[src/rtl/gameover_sequencer.sv]
// Game-over overlay sequencer: flashes the skull, holds the screen, then arms restart.
// Optional eye blinking in SHOW/ARMED is enabled by defining GAMEOVER_EYE_BLINK_EN.
module gameover_sequencer #(
    parameter int FLASH_COUNT  = 4,
    parameter int FLASH_FRAMES = 15,
    parameter int BLINK_FRAMES = 30,
    parameter int HOLD_FRAMES  = 120
) (
    input  logic       clk,
    input  logic       rst,
    input  logic       frame_tick,
    input  logic       gameover,
    input  logic       start_btn,
    output logic       skull_en,
    output logic       eyes_en,
    output logic       overlay_active,
    output logic       restart,
    output logic [1:0] seq_state
);

    typedef enum logic [1:0] {
        IDLE  = 2'd0,
        FLASH = 2'd1,
        SHOW  = 2'd2,
        ARMED = 2'd3
    } state_t;

    localparam logic [7:0] FLASH_LAST  = 8'(FLASH_FRAMES - 1);
    localparam logic [7:0] HOLD_LAST   = 8'(HOLD_FRAMES - 1);
    localparam logic [7:0] FLASH_TOTAL = 8'(FLASH_COUNT);
`ifdef GAMEOVER_EYE_BLINK_EN
    localparam logic [7:0] BLINK_LAST  = 8'(BLINK_FRAMES - 1);
`endif

    state_t     r_state;
    logic [7:0] r_frame_cnt;
    logic [7:0] r_flash_cnt;
    logic [7:0] r_hold_cnt;
    logic       r_phase;
    logic       r_btn_prev;
    logic       r_skull_en;
    logic       r_eyes_en;
    logic       r_overlay;
    logic       r_restart;
`ifdef GAMEOVER_EYE_BLINK_EN
    logic [7:0] r_blink_cnt;
`endif

    logic       w_btn_rise;
    logic [7:0] w_flash_next;

    assign w_btn_rise   = start_btn & ~r_btn_prev;
    assign w_flash_next = r_flash_cnt + 8'd1;

    always_ff @(posedge clk or posedge rst) begin
        if (rst) begin
            r_state     <= IDLE;
            r_frame_cnt <= 8'd0;
            r_flash_cnt <= 8'd0;
            r_hold_cnt  <= 8'd0;
            r_phase     <= 1'b0;
            r_btn_prev  <= 1'b1;
            r_skull_en  <= 1'b0;
            r_eyes_en   <= 1'b0;
            r_overlay   <= 1'b0;
            r_restart   <= 1'b0;
`ifdef GAMEOVER_EYE_BLINK_EN
            r_blink_cnt <= 8'd0;
`endif
        end else begin
            r_btn_prev <= start_btn;
            r_restart  <= 1'b0;
            case (r_state)
                IDLE: begin
                    r_skull_en <= 1'b0;
                    r_eyes_en  <= 1'b0;
                    r_overlay  <= 1'b0;
                    if (gameover) begin
                        r_state     <= FLASH;
                        r_frame_cnt <= 8'd0;
                        r_flash_cnt <= 8'd0;
                        r_phase     <= 1'b1;
                        r_skull_en  <= 1'b1;
                        r_overlay   <= 1'b1;
                    end
                end
                FLASH: begin
                    if (!gameover) begin
                        r_state     <= IDLE;
                        r_frame_cnt <= 8'd0;
                        r_flash_cnt <= 8'd0;
                        r_phase     <= 1'b0;
                        r_skull_en  <= 1'b0;
                        r_eyes_en   <= 1'b0;
                        r_overlay   <= 1'b0;
                    end else if (frame_tick) begin
                        if (r_frame_cnt == FLASH_LAST) begin
                            r_frame_cnt <= 8'd0;
                            r_phase     <= ~r_phase;
                            r_skull_en  <= ~r_phase;
                            // Off->on edge closes one flash cycle; the last one hands over to SHOW.
                            if (!r_phase) begin
                                r_flash_cnt <= w_flash_next;
                                if (w_flash_next == FLASH_TOTAL) begin
                                    r_state    <= SHOW;
                                    r_hold_cnt <= 8'd0;
                                    r_eyes_en  <= 1'b1;
`ifdef GAMEOVER_EYE_BLINK_EN
                                    r_blink_cnt <= 8'd0;
`endif
                                end
                            end
                        end else begin
                            r_frame_cnt <= r_frame_cnt + 8'd1;
                        end
                    end
                end
                SHOW: begin
                    if (!gameover) begin
                        r_state    <= IDLE;
                        r_hold_cnt <= 8'd0;
                        r_phase    <= 1'b0;
                        r_skull_en <= 1'b0;
                        r_eyes_en  <= 1'b0;
                        r_overlay  <= 1'b0;
                    end else if (frame_tick) begin
`ifdef GAMEOVER_EYE_BLINK_EN
                        if (r_blink_cnt == BLINK_LAST) begin
                            r_blink_cnt <= 8'd0;
                            r_eyes_en   <= ~r_eyes_en;
                        end else begin
                            r_blink_cnt <= r_blink_cnt + 8'd1;
                        end
`endif
                        if (r_hold_cnt == HOLD_LAST) begin
                            r_state <= ARMED;
                        end else if (r_hold_cnt != 8'hFF) begin
                            r_hold_cnt <= r_hold_cnt + 8'd1;
                        end
                    end
                end
                ARMED: begin
                    if (!gameover || w_btn_rise) begin
                        r_state    <= IDLE;
                        r_restart  <= gameover;
                        r_hold_cnt <= 8'd0;
                        r_phase    <= 1'b0;
                        r_skull_en <= 1'b0;
                        r_eyes_en  <= 1'b0;
                        r_overlay  <= 1'b0;
                    end else if (frame_tick) begin
`ifdef GAMEOVER_EYE_BLINK_EN
                        if (r_blink_cnt == BLINK_LAST) begin
                            r_blink_cnt <= 8'd0;
                            r_eyes_en   <= ~r_eyes_en;
                        end else begin
                            r_blink_cnt <= r_blink_cnt + 8'd1;
                        end
`endif
                    end
                end
                default: begin
                    r_state <= IDLE;
                end
            endcase
        end
    end

    assign skull_en       = r_skull_en;
    assign eyes_en        = r_eyes_en;
    assign overlay_active = r_overlay;
    assign restart        = r_restart;
    assign seq_state      = r_state;

endmodule

[config.mk]
export PLATFORM = sky130hd
export DESIGN_NAME = gameover_sequencer
export DESIGN_NICKNAME = d
export VERILOG_FILES = /design/src/rtl/gameover_sequencer.sv
export SDC_FILE = /design/constraint.sdc
export NUM_CORES = 1
export LEC_CHECK = 0
export ABC_AREA = 1
export BUFFER_PORTS_ARGS = -buffer_cell sky130_fd_sc_hd__buf_2
export CAP_MARGIN = 15
export CORE_MARGIN = 3
export CORE_UTILIZATION = 34
export CTS_BUF_LIST = sky130_fd_sc_hd__clkbuf_16
export CTS_CLUSTER_DIAMETER = 150
export CTS_CLUSTER_SIZE = 16
export DETAILED_ROUTE_END_ITERATION = 16
export PLACE_DENSITY = 0.56
export SLEW_MARGIN = 15
export SYNTH_ARGS = -nofsm -noshare
export SYNTH_HDL_FRONTEND = slang
export SYNTH_SLANG_ARGS = --single-unit
[constraint.sdc]
create_clock -name clk -period 2.1 [get_ports clk]
set_clock_uncertainty 0.15 [all_clocks]
set_input_delay 0.105 -clock clk [delete_from_list [all_inputs] [get_ports clk]]
set_output_delay 0.105 -clock clk [all_outputs]
set_load 0.01 [all_outputs]
==> reports/metrics.cfg <==
[place]
gp_congestion=0.781
port_buffers=10
dp_slack_ns=0.0677
placed_area_um2=2230
hpwl_mm=3.08
dp_cells=346

[clocking]
cts-htree-levels=2
cts.path.max_buffers=2
cts.clk_slew.worst_paths_ns=0.05
clock_sinks=32
clk_latency_ns=0.28
cts_tree=built
root_buffer=clkbuf_16
cts_buffers=5

[pwr]
comb_power_share_pct=41.9
irDropWorstVdd_v=0.000549
p_switching_mw=1.02
p_clk_share_pct=27.5
p_leak_nw=1.13
sw_frac_of_total_pct=40.6
powerDensity_nw_per_um2=1040
p_int_mw=1.49
sequentialPowerShare_pct=30.6
power_mw=2.51

[setup_path]
crit_buf_inv=3
worstSetupPathType=reg2reg
arrival_ns=1.97
cp-start-kind=register
cp-end-kind=register
cpPeakStageDelay_ns=0.41
path_cells=inv_1, ha_1, inv_1, nor2_2, nor3_4, buf_4, nand2_4, nor2_4, nand3_2, xor2_1, nor2_1
required_ns=2.12
cp_top_family=simple AND/OR/NAND/NOR gates
cp_slowest_cell=dfrtp_1
path_common_cell=inv_1
cp_max_fo=5

[die]
die_w_um=83.8
die_area_um2=7030
io-pin-count=11
dieHeight_um=83.8
core_area_um2=5680
initial_core_util_pct=36.3
rows=27

[layout]
fin_cells=357
syn_to_final_growth_pct=16.6
final_area_um2=2400
nNetsFinal=298
layout-drive-gt1-share_pct=21.1
n_antenna_cell=0

[global_routing]
globalRoute.totalOverflow=0
antenna_found_initial=0
grt_first_pass_wirelength_mm=7.70
grt.total_usage_pct=13.3
grt_max_degree=33
grt_pass1_vias=1637

[logic_synthesis]
synth_area_leaders=dfrtp_1 (38%), nand2_1 (11%), ha_1 (5.5%), nor2_1 (5.5%), nand3_1 (5.1%)
synthDistinctLibCells=37
yosysWarnings=0
avgSynthCellArea_um2=7.92
syn-num-nets=274
muxShareOfSynthArea_pct=0.486
yosys.area_share.adder_pct=5.47
syn_area_um2=2060
synth_common_cells=nand2_1 (61), dfrtp_1 (31), nor2_1 (30), inv_1 (27), nand3_1 (21)
yosysMostFrequentCell=nand2_1
ys_ff_latch=32
synth_edf_count=0
yosysSeqAreaShare_pct=38.9
synth_area_leader_cell=dfrtp_1
synthFlopType=dfrtp_1
synth_compound_area_share_pct=11.5
syn-instance-count=260
synth-xor-area-share_pct=1.28
synth_top_family_by_area=simple AND/OR/NAND/NOR gates
synth.top_cell.area_share_pct=37.7
async_flop_share_pct=100
synthSimpleGateAreaFrac_pct=36.1

[routing]
drc_errors=0
wl_mm=4.15
ant_nets=0
dr_total_vias=1659
dr.pass1.iters=4
drtIter0Drc=61
wl_per_cell_um=11.6
vias_per_cell=4.65

[sta]
relSlewSlack_pct=71.4
fin_crit_ns=1.95
finalCritPeriodShare_pct=93.0
hold_viol=0
fin_ws_ns=0.147
setup_viol=0
tns_ns=0
final_max_slew_viol_count=0
grt_setup_unrepaired=false
max_freq_ghz=0.512
worst_slew_pin_slew_ns=0.429

[hold_path]
worst_hold_path_type=in2reg

[outcome]
status=complete, no violations

[job]
cap_violations=0

==> what timing repair did <==
item,CTS,global route
endpoints found under the setup margin,0,9
endpoints found under the hold margin,33,0
gates resized for setup,0,3
hold buffers,2,0
buffers inserted,0,1
==> layer usage <==
metal  global-route usage (%)  part of all wire [%]  vias to the layer above
met4                     4.39                   1.6                        0
li1                         -                     -                      896
met5                        0                     0                        -
met3                     3.06                   2.2                        6
met1                     18.1                    50                      748
met2                     20.9                    46                        9
==> power by group through the flow <==
stage          logic [mW]  registers [mW]  clock network [mW]
6_report             1.05           0.766               0.689
5_1_grt              1.18           0.778               0.737
4_1_cts              1.03           0.766               0.712
3_5_place_dp         1.02           0.776                   0
3_3_place_gp         1.02           0.772                   0
2_1_floorplan       0.734           0.793                   0
==> layout make-up <==
type	instances	area [um2]
Sequential cell	32	802
Multi-Input combinational cell	197	1140
Clock inverter	3	13.8
Inverter	30	115
Fill cell	594	3270
Clock buffer	5	125
Timing Repair Buffer	18	115
Tap cell	72	90.1
==> worst paths after layout <==
check,start,end,slack (ns),cells after the start
worst max-delay path,seq_state[0],r_frame_cnt[6],0.15,11
worst min-delay path,gameover,restart,0.006,3
worst max register to register,seq_state[0],r_frame_cnt[6],0.15,11
worst min register to register,skull_en,skull_en,0.33,2
max in group asynchronous,rst,r_btn_prev,1.15,4
min in group asynchronous,rst,r_hold_cnt[1],0.30,4
==> cells in the final DEF (no fill, tap or decap), types with 2 or more instances in the layout <==
cell           synthesis  layout
nor2_2                 6       6
xor2_1                 2       2
o21bai_1               3       3
dlygate4sd3_1          0       2
inv_2                  2       2
o21ai_0               11      11
nor3_1                 4       4
nand2_2                4       4
buf_2                  0      10
dfrtp_1               31      31
clkinv_2               0       2
o22ai_1                2       2
nand3_1               21      21
a21oi_1                9       9
nand3_2                5       5
inv_1                 27      27
nor2_4                 3       4
nand4_1                3       3
nand2_4                6       6
ha_1                   9       8
nor2_1                30      29
nand2_1               61      61
clkbuf_16              0       5
o21ai_1                4       4
buf_4                  0       6
==> flip-flops by register name (all words and copies together) (netlist names) <==
signal	cells
r_hold_cnt	8
seq_state	2
restart	1
r_frame_cnt	8
overlay_active	1
r_btn_prev	1
skull_en	1
r_phase	1
eyes_en	1
r_flash_cnt	8
==> cell families after synthesis <==
| logic type | after synthesis |
|---|---|
| DFF | 32 |
| and+or+nand+nor | 147 |
| AOI/OAI and AO/OA | 37 |
| muxes | 1 |
| xor gates and xnor gates | 3 |
| buffers and inverters | 31 |
| adders and majority gates | 9 |
==> stage by stage <==
step                      utilization (%)  hold slack (ns)
after detailed placement             39.2           0.0760
after floorplan                         -          -0.0405
after global routing                 42.3           0.0425
after global placement               39.2           0.0724
final                                42.3          0.00558
after CTS                            42.0          0.00331
==> worst register-to-register path: stages (launching register included) <==
cell and delay, ns:
dfrtp_1 0.41, inv_1 0.08, ha_1 0.25, inv_1 0.14, nor2_2 0.08, nor3_4 0.18, buf_4 0.16, nand2_4 0.05
nor2_4 0.10, nand3_2 0.07, xor2_1 0.14, nor2_1 0.05
No activity file was read; power rests on OpenSTA's default activity.
